--- src/rtl/countdown_timer.sv ---
// Loadable MM:SS countdown timer stepping once per TICK_DIV clocks.
// Emits a one-cycle done pulse and a sticky expired level on reaching 00:00.
module countdown_timer #(
  parameter int unsigned TICK_DIV = 100000000
) (
  input  logic       clk,
  input  logic       rst,
  input  logic       load,
  input  logic [5:0] load_min,
  input  logic [5:0] load_sec,
  input  logic       start,
  input  logic       pause,
  output logic [5:0] min,
  output logic [5:0] sec,
  output logic       running,
  output logic       done,
  output logic       expired
);

  localparam int unsigned CW = $clog2(TICK_DIV);
  localparam logic [CW-1:0] PRESC_LAST = CW'(TICK_DIV - 1);

  localparam logic [1:0] IDLE    = 2'd0;
  localparam logic [1:0] RUN     = 2'd1;
  localparam logic [1:0] PAUSED  = 2'd2;
  localparam logic [1:0] EXPIRED = 2'd3;

  logic [1:0]    state;
  logic [CW-1:0] presc;

  function automatic logic [5:0] clamp59(input logic [5:0] v);
    return (v > 6'd59) ? 6'd59 : v;
  endfunction

  always_ff @(posedge clk or posedge rst) begin
    if (rst) begin
      state   <= IDLE;
      presc   <= '0;
      min     <= '0;
      sec     <= '0;
      running <= 1'b0;
      done    <= 1'b0;
      expired <= 1'b0;
    end else begin
      done <= 1'b0;
      if (load) begin
        min     <= clamp59(load_min);
        sec     <= clamp59(load_sec);
        presc   <= '0;
        state   <= IDLE;
        running <= 1'b0;
        expired <= 1'b0;
      end else begin
        case (state)
          IDLE: begin
            if (!pause && start && (min != '0 || sec != '0)) begin
              state   <= RUN;
              presc   <= '0;
              running <= 1'b1;
            end
          end
          RUN: begin
            if (pause) begin
              state   <= PAUSED;
              running <= 1'b0;
            end else if (presc == PRESC_LAST) begin
              presc <= '0;
              // Only 00:01 can step to 00:00; a borrow always lands on xx:59.
              if (sec != '0) begin
                sec <= sec - 6'd1;
                if (min == '0 && sec == 6'd1) begin
                  state   <= EXPIRED;
                  running <= 1'b0;
                  expired <= 1'b1;
                  done    <= 1'b1;
                end
              end else begin
                min <= min - 6'd1;
                sec <= 6'd59;
              end
            end else begin
              presc <= presc + CW'(1);
            end
          end
          PAUSED: begin
            if (start && !pause) begin
              state   <= RUN;
              running <= 1'b1;
            end
          end
          default: ;
        endcase
      end
    end
  end

endmodule
--- config.mk ---
export PLATFORM = sky130hd
export DESIGN_NAME = countdown_timer
export DESIGN_NICKNAME = d
export VERILOG_FILES = /design/src/rtl/countdown_timer.sv
export SDC_FILE = /design/constraint.sdc
export NUM_CORES = 1
export LEC_CHECK = 0
export BUFFER_PORTS_ARGS = -buffer_cell sky130_fd_sc_hd__buf_4
export CAP_MARGIN = 40
export CORE_MARGIN = 3
export CORE_UTILIZATION = 59
export DETAILED_ROUTE_END_ITERATION = 8
export GPL_TIMING_DRIVEN = 0
export PLACE_DENSITY = 0.81
export SETUP_SLACK_MARGIN = 0.05
export SYNTH_ARGS = -nofsm -noshare
export SYNTH_HDL_FRONTEND = slang
export SYNTH_SLANG_ARGS = --single-unit
--- constraint.sdc ---
create_clock -name clk -period 4.8 [get_ports clk]
set_input_delay 1.44 -clock clk [delete_from_list [all_inputs] [get_ports clk]]
set_output_delay 1.44 -clock clk [all_outputs]
set_load 0.02 [all_outputs]
### After elaboration in Yosys (flattened, before gate mapping)

Cells that the tools add are included.

* add/sub/neg operators: 3
* order comparisons: 2
* equality and inequality tests: 12
* muxes and demuxes: 45
* reduce and logical (&&, ||, !) cells: 20

Operators by type and width (number)
* 2-to-1 mux 27 bit: 4
* 2-to-1 mux 6 bit: 12
* case mux 27 bit (2 select lines): 1
* adder 27 x 1 -> 27 bit, second input constant: 1
* equality test 27 bit, second input constant: 1
* 2-to-1 mux 1 bit: 19
* 2-to-1 mux 2 bit: 7
* greater-than comparator 6 bit, second input constant: 2
* inequality test 4 bit, second input constant: 3
* nonzero test 6 bit: 2
* subtractor 6 x 1 -> 6 bit, second input constant: 2
* inequality test 3 bit, second input constant: 3
* nonzero test 2 bit: 4
* equality test 6 x 1 -> 1 bit, second input constant: 1
* logical NOT 6 bit: 1
* case mux 2 bit (3 select lines): 1
* AND reduction 3 bit: 2
* AND reduction 6 bit: 1
* AND reduction 5 bit: 1
* inequality test 2 bit, second input constant: 2
* AND reduction 4 bit: 1
* nonzero test 4 bit: 1
* logical AND 1 bit: 3
* case mux 1 bit (3 select lines): 1
* other kinds (6): 6

* register bits: 44
* input port bits: 17

### Longest topological paths before layout

* depth in word-level cells: 8
* depth in mapped cells: 8
* mapped depth without buffers: 7

### Worst setup path before layout

No wires, ideal clock.

* path kind: in2reg
* start point: input pause
* end point: register presc[18]
* setup slack: 1.642 ns
* cell stages on the path: 5
* data required time: 4.722 ns
* buffers on the path: 1
* arrival: 3.081 ns
* library setup time: 0.078 ns
* cells stage by stage: clkbuf_1 o31ai_1 nand2_1 or4_1 a21oi_1

* longest elaborated chain between the ends: 5
* elaborated cells on any way between the ends: 6
* classes of those cells: eq/ne: 2; reduce/logical: 4

RTL lines
* start: declaration: line 12 `input logic pause,`
* logical NOT 1 bit: line 56 `if (!pause && start && (min != '0 || sec != '0)) begin`
* logical AND 1 bit (2 in series): line 56
* inequality test 3 bit (no line)
* AND reduction 3 bit (no line) (*)
* end signal: assignment: line 82 `presc <= presc + CW'(1);`
* end: declaration: line 29 `logic [CW-1:0] presc;`

Mark *: on every way between the ends. The rest lies on a longest branch, timed or not.
A chain may end at the register's enable or synchronous reset.

### Worst setup path after layout

* start point: input load
* end point: register presc[11]

* longest elaborated chain between the ends: 2
* elaborated cells on any way between the ends: 5
* classes of those cells: eq/ne: 2; mux: 1; reduce/logical: 2

RTL lines
* start: declaration: line 8 `input logic load,`
* inequality test 3 bit (no line) / nonzero test 3 bit (equally long branches)
* AND reduction 3 bit (no line)

Parallel ways exist; a longest one is shown, timed or not.

==> run summary <==
wire length per cell - 17.45 um
Placement Rows - 24
Worst VDD drop - 0.0001760 V
final hold violation count - 0
dpl cells - 397
clk sinks - 44
PwrDens - 259.9 nW/um^2
clock tree buffer depth - 2
R2R Path End - presc[26]$_DFFE_PP0P_
status - finished, final reports clean
Post-synth EDFFs - 0
vias in the first global route - 2395
Int Power - 0.5980 mW
register share of total power - 0.485
Max FO, Critical Path - 10
final slew viol count - 0
post-CTS sizing - 0
worst r2r src - sec[2]$_DFFE_PP0P_
clock latency on the worst-skew pair - 0.30 ns
global-route usage over all layers - 0.2688
Sw Share - 0.2694
RSZ-0062 raised after global routing - no
Slew @ Worst Pin - 0.8400 ns
initial antenna violation count - 0
Max-cap violations - 0
Initial DRC Count - 224
Hold EP - expired$_DFFE_PP0P_
Crit. End Element - register
WP data arrival - 3.68 ns
grt total ovfl - 0
worst hold path type - reg2reg
top post-synthesis cells by area - dfrtp_1 41%, nor2_1 4.1%, nand2_1 3.7%
Crit path max-delay family - buffers and inverters
Power, Total - 0.8185 mW
count of input and output buffers - 30
main flop type after synthesis - dfrtp_1
Syn Area/Cell - 8.655 um^2
Leak - 1.296 nW
Hold Crit Start - expired$_DFFE_PP0P_
Clk pwr share - 0.370
vias post-DR - 2648
Synth cell types - 49
core area - 4414 um^2
worst-path cell chain - buf_4 > clkbuf_1 > inv_1 > o31ai_1 > nand2_1 > a21oi_2 > buf_2 > nor2_1
Sw Pwr - 0.2206 mW
Layout area overhead - 15.88%
starting density of the core - 0.6156
CTS tree - built
cts bufs inserted - 5
cts hold-fix bufs - 0
DR pass1 iterations - 5
cells after synthesis - 314
Synth Cell Area - 2718 um^2
FFs w/ async S/R, synth - 1.000
clock-pin slew on the worst setup and hold paths - 0.08 ns
Die ar. - 5457 um^2
antenna viol nets, final - 0
Post-synth top cells - 44 x dfrtp_1, 30 x nor2_1, 27 x nand2_1, 19 x a21oi_1, 16 x nand3_1
Diodes inserted - 0
required time worst endpoint - 4.98 ns
final setup vio count - 0
Routed WL - 7067 um
final net count - 375
Synthesis Warnings - 0
Worst path slowest cell - nand2_1
most common cell in the netlist - dfrtp_1
Die W - 73.87 um
global-route wire length before repair - 11450 um
Post-Syn Nets - 337
Placer Congestion - 0.8601
max incr delay on CP - 0.45 ns
proportion of netlist area held by the largest area contributor - 0.4052
post-synthesis register bit count - 44
max_slew headroom - 0.4352
startpoint types - input port
part of the Yosys area used for sequential elements - 0.4052
post-DP HPWL - 5147 um
Layout Cells excl Fill - 405
setup TNS - 0 ns
largest area contributor in the netlist - dfrtp_1
chip height - 73.87 um
CTS H-Tree Depth - 2
Buf+Inv Stages, Crit Path - 4
reg2reg setup slack - 1.86 ns
Final Cycle Share - 0.7280
Root Buffer - clkbuf_8
post-place setup slack - 1.035 ns
min Tclk post-route - 3.495 ns
DRC viols - 0
setup bufs post-CTS - 0
worst hold path cell count - 2
Boundary Pins - 32
largest net degree at the start of global routing - 33
Via density - 6.538
Final Skew - 0.008205 ns
critical path type - in2reg
final setup margin - 1.305 ns
worst r2r path cells - 6
layout cells sized above 1 - 0.1473
Max Freq - 0.2862 GHz
Logic pwr share - 0.145
[per-layer routing]
metal,vias to the layer above,part of all wire,wire (um),GRT usage
met1,1274,0.48,3422,0.4071
met4,0,0.012,82,0.07445
li1,1260,-,-,-
met5,-,0,0,0
met3,15,0.059,414,0.03967
met2,99,0.45,3146,0.3967
[flip-flops by register name, indices dropped and copies added (netlist names)]
name and flops:
sec 6, done 1, state 2, running 1
presc 27, min 6, expired 1
[worst max-delay path by stage]
| stage | cells after the start | startpoint | endpoint | slack [ns] |
|---|---|---|---|---|
| final | 8 | load | presc[11]$_DFFE_PP0P_ | 1.31 |
| after floorplan | 5 | pause | presc[18]$_DFFE_PP0P_ | 1.64 |
| after global placement | 6 | pause | presc[16]$_DFFE_PP0P_ | 1.07 |
| after detailed placement | 8 | load | presc[26]$_DFFE_PP0P_ | 1.04 |
| after CTS | 8 | load | presc[26]$_DFFE_PP0P_ | 1.36 |
| after global routing | 6 | pause | presc[8]$_DFFE_PP0P_ | 1.18 |
[cell type report]
cell class                      count  area [um^2]
Buffer                             14        60.06
Clock buffer                        6        82.58
Clock inverter                      2        38.79
Fill cell                         370         1265
Inverter                           13        48.80
Multi-Input combinational cell    243         1508
Sequential cell                    44         1101
Tap cell                           52        65.06
Timing Repair Buffer               31        245.2
[cell usage in the layout (no fill, tap or decap), types with 2 or more instances in the layout]
master    netlist  routed
nand2b_1        3       3
buf_4           0      30
or4b_2          2       2
a21oi_1        19      19
nor4_1         14      14
o22a_1          2       2
xnor2_1         5       5
and4_1          3       3
o21ai_0        11      11
nand2_1        27      27
nor3b_1         2       2
o31a_1          4       4
nand4b_1        2       2
nor4b_1         4       4
xor2_1          6       6
nand3_1        16      16
clkbuf_8        0       6
nor2_1         30      30
inv_1          13      12
and2_1          3       3
or3_1           8       8
nor3_1          8       8
or4_1          10      10
ha_1            6       6
o31ai_1        12      12
dfrtp_1        44      44
a31oi_1         2       2
buf_2           6       6
and3_1          5       5
nand4_1        13      13
a211oi_1        8       8
clkbuf_1        7       7
[power groups by stage]
stage	Sequential, mW	Combinational [mW]	Clock [mW]
2_1_floorplan	0.413	0.0578	0
3_3_place_gp	0.403	0.112	0
3_5_place_dp	0.404	0.117	0
4_1_cts	0.397	0.118	0.305
5_1_grt	0.399	0.129	0.319
6_report	0.397	0.118	0.303
[worst reg2reg max path, stage by stage (launching register included)]
cell      delay, ns
dfrtp_1        0.48
nor4_1         0.74
nand4_1        0.47
nand2_1        0.45
clkbuf_1       0.44
o31ai_1        0.15
a21oi_1        0.14
[cell families after synthesis]
logic type               after synthesis  share of synthesized area
adder cells (fa/ha/maj)                6                    0.02762
AO/OA/AOI/OAI                         70                     0.1745
XOR/XNOR                              11                    0.03545
AND/OR/NAND/NOR                      155                     0.3135
flip-flops                            44                     0.4052
buffers and inverters                 27                    0.04006
multiplexers                           1                   0.003683
[through the flow]
stage	utilization	hold WS [ns]	cell area, um^2
after CTS	0.7134	0.5128	3149
final	0.7134	0.5157	3149
after global routing	0.7134	0.5359	3149
after floorplan	-	0.4678	2718
after detailed placement	0.6859	0.4911	3028
after global placement	0.6814	0.4854	3008
Note: power is estimated with default switching activity, not from simulation.
